==> config.mk <==
export PLATFORM = sky130hd
export DESIGN_NAME = ls_queue_flat
export DESIGN_NICKNAME = d
export VERILOG_FILES = /design/src/rtl/ls_queue_if.sv /design/src/rtl/ls_queue.sv /design/src/flat_wrapper.sv
export SDC_FILE = /design/constraint.sdc
export NUM_CORES = 2
export LEC_CHECK = 0
export CAP_MARGIN = 20
export CORE_ASPECT_RATIO = 0.9
export CORE_MARGIN = 2
export CORE_UTILIZATION = 25
export CTS_CLUSTER_DIAMETER = 30
export DETAILED_ROUTE_END_ITERATION = 16
export PLACE_DENSITY = 0.46
export SYNTH_ARGS = -nofsm -noshare
export SYNTH_HDL_FRONTEND = slang
export SYNTH_SLANG_ARGS = --single-unit
==> constraint.sdc <==
create_clock -name clk_in -period 6.5 [get_ports clk_in]
set_clock_uncertainty 0.2 [all_clocks]
set_input_delay 1.3 -clock clk_in [delete_from_list [all_inputs] [get_ports clk_in]]
set_output_delay 1.3 -clock clk_in [all_outputs]
set_load 0.05 [all_outputs]
==> src/rtl/ls_queue_if.sv <==
`default_nettype none
// ============================================================================
// ls_queue_if : memory request/response channel of the load/store queue (rev 1.0)
// ============================================================================
interface ls_queue_if #(
    parameter int ADDR_W = 32,
    parameter int WORD_W = 32
);
    logic              mem_req_valid_out;
    logic              mem_req_ready_in;
    logic              mem_req_we_out;
    logic [ADDR_W-1:0] mem_req_addr_out;
    logic [1:0]        mem_req_size_out;
    logic [WORD_W-1:0] mem_req_data_out;
    logic              mem_resp_valid_in;
    logic [WORD_W-1:0] mem_resp_data_in;

    modport master (
        output mem_req_valid_out, mem_req_we_out, mem_req_addr_out,
               mem_req_size_out, mem_req_data_out,
        input  mem_req_ready_in, mem_resp_valid_in, mem_resp_data_in
    );

    modport slave (
        input  mem_req_valid_out, mem_req_we_out, mem_req_addr_out,
               mem_req_size_out, mem_req_data_out,
        output mem_req_ready_in, mem_resp_valid_in, mem_resp_data_in
    );
endinterface
`default_nettype wire

==> src/rtl/ls_queue.sv <==
`default_nettype none
// ============================================================================
// ls_queue : in-order load/store queue with CDB wakeup and commit-gated stores (rev 1.0)
// ============================================================================
module ls_queue #(
    parameter int DEPTH     = 16,
    parameter int ROB_W     = 4,
    parameter int WORD_W    = 32,
    parameter int ADDR_W    = 32,
    parameter int IMM_W     = 12,
    parameter int CDB_PORTS = 2
) (
    input  logic                        clk_in,
    input  logic                        rst_n_in,
    input  logic                        rdy_in,
    input  logic                        flush_in,
    input  logic                        issue_en_in,
    input  logic [2:0]                  issue_op_in,
    input  logic [ROB_W-1:0]            issue_rob_in,
    input  logic [IMM_W-1:0]            issue_imm_in,
    input  logic [ROB_W-1:0]            issue_q1_in,
    input  logic [ROB_W-1:0]            issue_q2_in,
    input  logic [WORD_W-1:0]           issue_v1_in,
    input  logic [WORD_W-1:0]           issue_v2_in,
    output logic                        full_out,
    output logic [$clog2(DEPTH):0]      count_out,
    input  logic [CDB_PORTS-1:0]        cdb_en_in,
    input  logic [CDB_PORTS*ROB_W-1:0]  cdb_rob_in,
    input  logic [CDB_PORTS*WORD_W-1:0] cdb_res_in,
    input  logic                        commit_en_in,
    output logic                        st_ready_en_out,
    output logic [ROB_W-1:0]            st_ready_rob_out,
    output logic                        ld_res_en_out,
    output logic [ROB_W-1:0]            ld_res_rob_out,
    output logic [WORD_W-1:0]           ld_res_data_out,
    ls_queue_if.master                  mem
);
    localparam int PTR_W = $clog2(DEPTH);
    localparam int CNT_W = PTR_W + 1;

    typedef enum logic [2:0] {
        IDLE    = 3'd0,
        LD_REQ  = 3'd1,
        LD_WAIT = 3'd2,
        ST_CMT  = 3'd3,
        ST_REQ  = 3'd4,
        ST_WAIT = 3'd5
    } state_t;

    logic [2:0]        op_q  [DEPTH];
    logic [ROB_W-1:0]  rob_q [DEPTH];
    logic [IMM_W-1:0]  imm_q [DEPTH];
    logic [ROB_W-1:0]  q1_q  [DEPTH];
    logic [ROB_W-1:0]  q2_q  [DEPTH];
    logic [WORD_W-1:0] v1_q  [DEPTH];
    logic [WORD_W-1:0] v2_q  [DEPTH];

    state_t            state;
    logic [PTR_W-1:0]  head;
    logic [PTR_W-1:0]  tail;
    logic              drop;

    // Returns {hit, value}; the queue's own load writeback acts as the lowest-priority channel.
    function automatic logic [WORD_W:0] snoop(input logic [ROB_W-1:0] tag);
        logic [WORD_W:0] res;
        res = '0;
        if (tag != '0) begin
            if (ld_res_en_out && ld_res_rob_out == tag)
                res = {1'b1, ld_res_data_out};
            for (int k = CDB_PORTS - 1; k >= 0; k--)
                if (cdb_en_in[k] && cdb_rob_in[k*ROB_W +: ROB_W] == tag)
                    res = {1'b1, cdb_res_in[k*WORD_W +: WORD_W]};
        end
        return res;
    endfunction

    logic [WORD_W:0] wake1 [DEPTH];
    logic [WORD_W:0] wake2 [DEPTH];
    logic [WORD_W:0] iss1;
    logic [WORD_W:0] iss2;

    always_comb begin
        for (int i = 0; i < DEPTH; i++) begin
            wake1[i] = snoop(q1_q[i]);
            wake2[i] = snoop(q2_q[i]);
        end
        iss1 = snoop(issue_q1_in);
        iss2 = snoop(issue_q2_in);
    end

    logic [2:0]        h_op;
    logic              h_store;
    logic [1:0]        h_size;
    logic [ADDR_W-1:0] h_addr;
    logic [WORD_W-1:0] ld_ext;

    always_comb begin
        h_op    = op_q[head];
        h_store = h_op >= 3'd5;
        h_addr  = ADDR_W'(v1_q[head]) + ADDR_W'($signed(imm_q[head]));
        case (h_op)
            3'd0, 3'd3, 3'd5: h_size = 2'd0;
            3'd1, 3'd4, 3'd6: h_size = 2'd1;
            default:          h_size = 2'd3;
        endcase
        case (h_op)
            3'd0:    ld_ext = {{(WORD_W-8){mem.mem_resp_data_in[7]}}, mem.mem_resp_data_in[7:0]};
            3'd1:    ld_ext = {{(WORD_W-16){mem.mem_resp_data_in[15]}}, mem.mem_resp_data_in[15:0]};
            3'd3:    ld_ext = {{(WORD_W-8){1'b0}}, mem.mem_resp_data_in[7:0]};
            3'd4:    ld_ext = {{(WORD_W-16){1'b0}}, mem.mem_resp_data_in[15:0]};
            default: ld_ext = mem.mem_resp_data_in;
        endcase
    end

    logic committed;
    logic deq;
    logic enq;

    assign full_out  = count_out == CNT_W'(DEPTH);
    assign committed = (state == ST_REQ) || (state == ST_WAIT);
    assign deq       = mem.mem_resp_valid_in && ((state == LD_WAIT && !drop) || state == ST_WAIT);
    // A slot freed by a same-cycle dequeue may be refilled even when full.
    assign enq       = issue_en_in && !flush_in && (!full_out || deq);

    always_ff @(posedge clk_in) begin
        if (rdy_in) begin
            for (int i = 0; i < DEPTH; i++) begin
                if (wake1[i][WORD_W]) begin
                    q1_q[i] <= '0;
                    v1_q[i] <= wake1[i][WORD_W-1:0];
                end
                if (wake2[i][WORD_W]) begin
                    q2_q[i] <= '0;
                    v2_q[i] <= wake2[i][WORD_W-1:0];
                end
            end
            if (enq) begin
                op_q[tail]  <= issue_op_in;
                rob_q[tail] <= issue_rob_in;
                imm_q[tail] <= issue_imm_in;
                if (issue_q1_in != '0 && iss1[WORD_W]) begin
                    q1_q[tail] <= '0;
                    v1_q[tail] <= iss1[WORD_W-1:0];
                end else begin
                    q1_q[tail] <= issue_q1_in;
                    v1_q[tail] <= issue_v1_in;
                end
                if (issue_q2_in != '0 && iss2[WORD_W]) begin
                    q2_q[tail] <= '0;
                    v2_q[tail] <= iss2[WORD_W-1:0];
                end else begin
                    q2_q[tail] <= issue_q2_in;
                    v2_q[tail] <= issue_v2_in;
                end
            end
        end
    end

    always_ff @(posedge clk_in or negedge rst_n_in) begin
        if (!rst_n_in) begin
            state                 <= IDLE;
            head                  <= '0;
            tail                  <= '0;
            count_out             <= '0;
            drop                  <= 1'b0;
            st_ready_en_out       <= 1'b0;
            st_ready_rob_out      <= '0;
            ld_res_en_out         <= 1'b0;
            ld_res_rob_out        <= '0;
            ld_res_data_out       <= '0;
            mem.mem_req_valid_out <= 1'b0;
            mem.mem_req_we_out    <= 1'b0;
            mem.mem_req_addr_out  <= '0;
            mem.mem_req_size_out  <= '0;
            mem.mem_req_data_out  <= '0;
        end else if (rdy_in) begin
            st_ready_en_out <= 1'b0;
            ld_res_en_out   <= 1'b0;

            if (flush_in) begin
                if (committed) begin
                    tail      <= head + PTR_W'(1);
                    if (deq) begin
                        head      <= head + PTR_W'(1);
                        count_out <= '0;
                    end else begin
                        count_out <= CNT_W'(1);
                    end
                end else begin
                    tail      <= head;
                    count_out <= '0;
                end
            end else begin
                if (deq) head <= head + PTR_W'(1);
                if (enq) tail <= tail + PTR_W'(1);
                count_out <= count_out + CNT_W'(enq) - CNT_W'(deq);
            end

            case (state)
                IDLE: begin
                    if (!flush_in && count_out != '0) begin
                        if (!h_store && q1_q[head] == '0) begin
                            state                 <= LD_REQ;
                            mem.mem_req_valid_out <= 1'b1;
                            mem.mem_req_we_out    <= 1'b0;
                            mem.mem_req_addr_out  <= h_addr;
                            mem.mem_req_size_out  <= h_size;
                            mem.mem_req_data_out  <= '0;
                        end else if (h_store && q1_q[head] == '0 && q2_q[head] == '0) begin
                            state            <= ST_CMT;
                            st_ready_en_out  <= 1'b1;
                            st_ready_rob_out <= rob_q[head];
                        end
                    end
                end
                LD_REQ: begin
                    if (flush_in) drop <= 1'b1;
                    if (mem.mem_req_ready_in) begin
                        mem.mem_req_valid_out <= 1'b0;
                        state                 <= LD_WAIT;
                    end
                end
                LD_WAIT: begin
                    if (mem.mem_resp_valid_in) begin
                        state <= IDLE;
                        drop  <= 1'b0;
                        if (!drop && !flush_in) begin
                            ld_res_en_out   <= 1'b1;
                            ld_res_rob_out  <= rob_q[head];
                            ld_res_data_out <= ld_ext;
                        end
                    end else if (flush_in) begin
                        drop <= 1'b1;
                    end
                end
                ST_CMT: begin
                    if (flush_in) begin
                        state <= IDLE;
                    end else if (commit_en_in) begin
                        state                 <= ST_REQ;
                        mem.mem_req_valid_out <= 1'b1;
                        mem.mem_req_we_out    <= 1'b1;
                        mem.mem_req_addr_out  <= h_addr;
                        mem.mem_req_size_out  <= h_size;
                        mem.mem_req_data_out  <= v2_q[head];
                    end
                end
                ST_REQ: begin
                    if (mem.mem_req_ready_in) begin
                        mem.mem_req_valid_out <= 1'b0;
                        state                 <= ST_WAIT;
                    end
                end
                ST_WAIT: begin
                    if (mem.mem_resp_valid_in) state <= IDLE;
                end
                default: state <= IDLE;
            endcase
        end
    end

    always_ff @(posedge clk_in) begin
        if (rst_n_in && rdy_in && !flush_in && commit_en_in)
            assert (state == ST_CMT);
    end
endmodule
`default_nettype wire

==> src/flat_wrapper.sv <==
// flat-port wrapper written by rule: the top's interface ports become plain ports
module ls_queue_flat 
#(
    parameter int DEPTH     = 16,
    parameter int ROB_W     = 4,
    parameter int WORD_W    = 32,
    parameter int ADDR_W    = 32,
    parameter int IMM_W     = 12,
    parameter int CDB_PORTS = 2
)
  (clk_in, rst_n_in, rdy_in, flush_in, issue_en_in, issue_op_in, issue_rob_in, issue_imm_in, issue_q1_in, issue_q2_in, issue_v1_in, issue_v2_in, full_out, count_out, cdb_en_in, cdb_rob_in, cdb_res_in, commit_en_in, st_ready_en_out, st_ready_rob_out, ld_res_en_out, ld_res_rob_out, ld_res_data_out, mem_mem_req_valid_out, mem_mem_req_we_out, mem_mem_req_addr_out, mem_mem_req_size_out, mem_mem_req_data_out, mem_mem_req_ready_in, mem_mem_resp_valid_in, mem_mem_resp_data_in);
  ls_queue_if #(.ADDR_W(ADDR_W), .WORD_W(WORD_W)) mem_i ();
  input  logic clk_in;
  input  logic rst_n_in;
  input  logic rdy_in;
  input  logic flush_in;
  input  logic issue_en_in;
  input  logic [2:0] issue_op_in;
  input  logic [ROB_W-1:0] issue_rob_in;
  input  logic [IMM_W-1:0] issue_imm_in;
  input  logic [ROB_W-1:0] issue_q1_in;
  input  logic [ROB_W-1:0] issue_q2_in;
  input  logic [WORD_W-1:0] issue_v1_in;
  input  logic [WORD_W-1:0] issue_v2_in;
  output logic full_out;
  output logic [$clog2(DEPTH):0] count_out;
  input  logic [CDB_PORTS-1:0] cdb_en_in;
  input  logic [CDB_PORTS*ROB_W-1:0] cdb_rob_in;
  input  logic [CDB_PORTS*WORD_W-1:0] cdb_res_in;
  input  logic commit_en_in;
  output logic st_ready_en_out;
  output logic [ROB_W-1:0] st_ready_rob_out;
  output logic ld_res_en_out;
  output logic [ROB_W-1:0] ld_res_rob_out;
  output logic [WORD_W-1:0] ld_res_data_out;
  output wire logic [$bits(mem_i.mem_req_valid_out)-1:0] mem_mem_req_valid_out;
  output wire logic [$bits(mem_i.mem_req_we_out)-1:0] mem_mem_req_we_out;
  output wire logic [$bits(mem_i.mem_req_addr_out)-1:0] mem_mem_req_addr_out;
  output wire logic [$bits(mem_i.mem_req_size_out)-1:0] mem_mem_req_size_out;
  output wire logic [$bits(mem_i.mem_req_data_out)-1:0] mem_mem_req_data_out;
  input wire logic [$bits(mem_i.mem_req_ready_in)-1:0] mem_mem_req_ready_in;
  input wire logic [$bits(mem_i.mem_resp_valid_in)-1:0] mem_mem_resp_valid_in;
  input wire logic [$bits(mem_i.mem_resp_data_in)-1:0] mem_mem_resp_data_in;
  assign mem_mem_req_valid_out = mem_i.mem_req_valid_out;
  assign mem_mem_req_we_out = mem_i.mem_req_we_out;
  assign mem_mem_req_addr_out = mem_i.mem_req_addr_out;
  assign mem_mem_req_size_out = mem_i.mem_req_size_out;
  assign mem_mem_req_data_out = mem_i.mem_req_data_out;
  assign mem_i.mem_req_ready_in = mem_mem_req_ready_in;
  assign mem_i.mem_resp_valid_in = mem_mem_resp_valid_in;
  assign mem_i.mem_resp_data_in = mem_mem_resp_data_in;
  ls_queue #(.DEPTH(DEPTH), .ROB_W(ROB_W), .WORD_W(WORD_W), .ADDR_W(ADDR_W), .IMM_W(IMM_W), .CDB_PORTS(CDB_PORTS)) u_core (.clk_in(clk_in), .rst_n_in(rst_n_in), .rdy_in(rdy_in), .flush_in(flush_in), .issue_en_in(issue_en_in), .issue_op_in(issue_op_in), .issue_rob_in(issue_rob_in), .issue_imm_in(issue_imm_in), .issue_q1_in(issue_q1_in), .issue_q2_in(issue_q2_in), .issue_v1_in(issue_v1_in), .issue_v2_in(issue_v2_in), .full_out(full_out), .count_out(count_out), .cdb_en_in(cdb_en_in), .cdb_rob_in(cdb_rob_in), .cdb_res_in(cdb_res_in), .commit_en_in(commit_en_in), .st_ready_en_out(st_ready_en_out), .st_ready_rob_out(st_ready_rob_out), .ld_res_en_out(ld_res_en_out), .ld_res_rob_out(ld_res_rob_out), .ld_res_data_out(ld_res_data_out), .mem(mem_i));
endmodule
==> impl_metrics.py <==
metrics = {
    "status": {
        "outcome": "complete, no violations",
    },
    "clock_tree": {
        "root_buffer": "clkbuf_16",
        "cts_buffer_depth": 4,
        "cts_made_buffers": 446,
        "cts.sinks": 1583,
        "post_cts_buffers": 0,
        "path_clk_slew_ns": 0.05,
        "cts_hold_buf": 0,
        "cts_resized": 0,
        "cts_tree": "done",
        "htreeDepth": 5,
        "clock_latency_ns": 1.00,
    },
    "floorplanning": {
        "ios": 321,
        "rows": 223,
        "core_sq_um": 409000,
        "fp.dieW_um": 679,
        "die_y_um": 612,
        "initial_core_util": 0.251,
        "die-area_sq_um": 416000,
    },
    "routing": {
        "firstDrtPassIters": 9,
        "ant_nets": 0,
        "drcViolationCount": 0,
        "vias": 89800,
        "routedWlPerCell_um": 34.8,
        "drt-vias-per-instance": 5.98,
        "wl_um": 523000,
        "drt_iter0_drc": 13000,
    },
    "power_and_ir_drop": {
        "total_power_mw": 48.3,
        "leakagePower_nw": 43.1,
        "cellPowerDensity_nw_per_um2": 379,
        "ir_worst_vdd_v": 0.000392,
    },
    "logic_synthesis": {
        "syn_area_sq_um": 103000,
        "synth_seq_cells": 1583,
        "ys.flop_type": "edfxtp_1",
        "syn-num-nets": 9621,
        "synth.top_cell.area_share": 0.426,
        "ys_top_cells_by_count": "edfxtp_1 (1456), nand2_1 (1276), mux2i_1 (1055)",
        "post-synth-top-count-cell": "edfxtp_1",
        "post_synth.cell_area_avg_sq_um": 11.0,
        "ys_warn_count": 0,
        "synth_top_cells_by_area": "edfxtp_1 (43%), mux2i_1 (10%), mux4_2 (9.2%)",
        "syn_inst": 9372,
        "yosysTopAreaCell": "edfxtp_1",
        "ys_types": 75,
        "yosysSeqAreaShare": 0.457,
        "ys_async_sr_fraction": 0.0802,
        "synth_edf_count": 1456,
    },
    "global_route": {
        "overflow": 0,
        "grt_use_met3": 0.0551,
        "grt_pass1_wl_um": 710000,
        "grtUsageTotal": 0.242,
        "grt.met2_usage": 0.375,
        "grt_pass1_vias": 86200,
        "antenna_found_initial": 54,
        "grt_max_degree": 116,
        "busiest_layer": "met2",
        "grt_use_met1": 0.308,
    },
    "worst_setup_path": {
        "worst_ep_required_time_ns": 7.14,
        "crit_family": "compound AO/OA/AOI/OAI gates",
        "critical_path_arrival_ns": 6.33,
        "path_cells": "buf_4, mux4_2, mux4_2, fa_1, a211oi_1, o21ai_0, nor4bb_1, or3_1, a21oi_1, o211ai_1, or4b_1, a41oi_2",
        "crit_buf_inv": 1,
        "crit_top_cell": "mux4_2",
        "rr_startpoint": "u_core.head[0]",
        "reg2reg_slack_ns": 0.81,
        "cp-startpoint": "u_core.head[0]",
        "cp-end-kind": "register",
        "critPathSlowestCell": "dfrtp_4",
        "startpoint_type": "register",
        "crit_fanout": 25,
        "critical_path_class": "register to register",
        "cpPeakStageDelay_ns": 0.81,
    },
    "layout": {
        "area_growth_pct": 24.0,
        "seqCellArea_sq_um": 46900,
        "drive_above_1_share": 0.191,
        "fillers": 40700,
        "nets": 9472,
        "multi_input_area_sq_um": 51000,
    },
    "sta": {
        "slew_viol_final": 0,
        "hold_violations": 0,
        "rsz0062_at_grt": "false",
        "relSlewSlack": 0.0311,
        "min_period_ns": 5.69,
        "fmaxAchievable_ghz": 0.176,
        "final.period_utilization": 0.876,
        "worst_slew_pin_slew_ns": 1.45,
        "setup_tns_ns": 0,
        "setup_violations": 0,
    },
    "placed_design": {
        "hpwl_um": 305000,
        "place.gp.congestion": 0.869,
        "portBuffers": 320,
    },
    "hold_path": {
        "hp-class": "input port to asynchronous set/reset pin",
    },
    "run": {
        "maxCapViolCount": 0,
    },
}
layout make-up:
cell class,instances,area share
well taps,5400,0.0531
clock buffers,509,0.0908
diodes,28,0.000551
multi-input cells,6328,0.401
clock inverters,320,0.0295
inverters,106,0.00319
flip-flops and latches,1583,0.369
repair buffers,758,0.0530
kinds of logic after synthesis:
logic type                 count (synthesis)  share of synthesized area
adders and majority gates                 45                    0.00561
and+or+nand+nor                         1857                     0.0763
buffers and inverters                   1461                     0.0600
muxes                                   1498                      0.197
AOI/OAI and AO/OA                       2482                      0.166
DFF                                     1583                      0.457
xor gates and xnor gates                 446                     0.0381
worst paths after layout:
path                                              endpoint  cells after the start
max                        u_core.mem.mem_req_addr_out[30]                     12
min                                         u_core.head[1]                      1
max reg2reg                u_core.mem.mem_req_addr_out[30]                     12
min reg2reg                u_core.mem.mem_req_addr_out[13]                      2
max in group asynchronous  u_core.mem.mem_req_data_out[17]                      2
min in group clk_in        u_core.mem.mem_req_addr_out[13]                      2
stage by stage:
stage          std cells  instance area, sq um   util  worst slack (ns)  hold WS, ns
2_1_floorplan       9372                103000      -             0.797        0.305
3_3_place_gp       14200                112000  0.273             0.797        0.267
3_5_place_dp       14200                112000  0.273             0.835        0.272
4_1_cts            15000                127000  0.311             0.758        0.199
5_1_grt            15000                127000  0.311             0.548        0.244
6_report           15000                127000  0.311             0.808        0.213
routing by layer:
| metal | vias to the layer above | part of all wire |
|---|---|---|
| li1 | 36100 | - |
| met1 | 45400 | 0.38 |
| met2 | 6742 | 0.44 |
| met3 | 1547 | 0.11 |
| met4 | 16 | 0.065 |
| met5 | - | 0.00020 |
sequential cells by signal, summed over array words and instances (netlist names):
register and count:
u_core.mem.mem_req_data_out 32, u_core.drop 1, u_core.v2_q 512, u_core.op_q 48, u_core.st_ready_en_out 1, u_core.tail 4
u_core.mem.mem_req_we_out 1, u_core.mem.mem_req_valid_out 1, u_core.ld_res_en_out 1, u_core.count_out 5, u_core.st_ready_rob_out 4, u_core.mem.mem_req_size_out 2
u_core.v1_q 512, u_core.q1_q 64, u_core.mem.mem_req_addr_out 32, u_core.ld_res_data_out 32, u_core.imm_q 192, u_core.head 4
u_core.ld_res_rob_out 4, u_core.state 3, u_core.rob_q 64, u_core.q2_q 64
placed cells by master, fill, tap and decap left out, types with 28 or more instances in the layout:
master / netlist / final
a211oi_1: 69 / 69
a21oi_1: 64 / 63
a22oi_1: 50 / 50
a31oi_1: 78 / 44
a31oi_4: 0 / 32
buf_12: 0 / 37
buf_2: 233 / 41
buf_4: 5 / 398
bufinv_16: 0 / 75
clkbuf_1: 944 / 55
clkbuf_16: 0 / 453
clkdlybuf4s50_1: 0 / 279
clkinv_1: 2 / 79
clkinv_2: 0 / 107
clkinvlp_4: 0 / 31
dfrtp_1: 127 / 111
diode_2: 0 / 28
edfxtp_1: 1456 / 1456
ha_1: 42 / 42
inv_1: 104 / 104
mux2i_1: 1055 / 1055
mux4_2: 418 / 418
nand2_1: 1276 / 1244
nand2_2: 5 / 37
nand3_1: 97 / 51
nand3_4: 0 / 46
nor2_1: 274 / 274
nor3_1: 75 / 74
nor4_1: 36 / 35
nor4_4: 3 / 34
o2111ai_1: 979 / 979
o211ai_1: 51 / 51
o21ai_0: 996 / 996
o21ai_1: 104 / 104
xnor2_1: 126 / 126
xor2_1: 320 / 320
report_power, final:
group	internal (mW)	switching (mW)
clock network	15.5	6.92
logic	5.10	8.60
registers	11.6	0.537
Power figures use the tool's default switching activity.
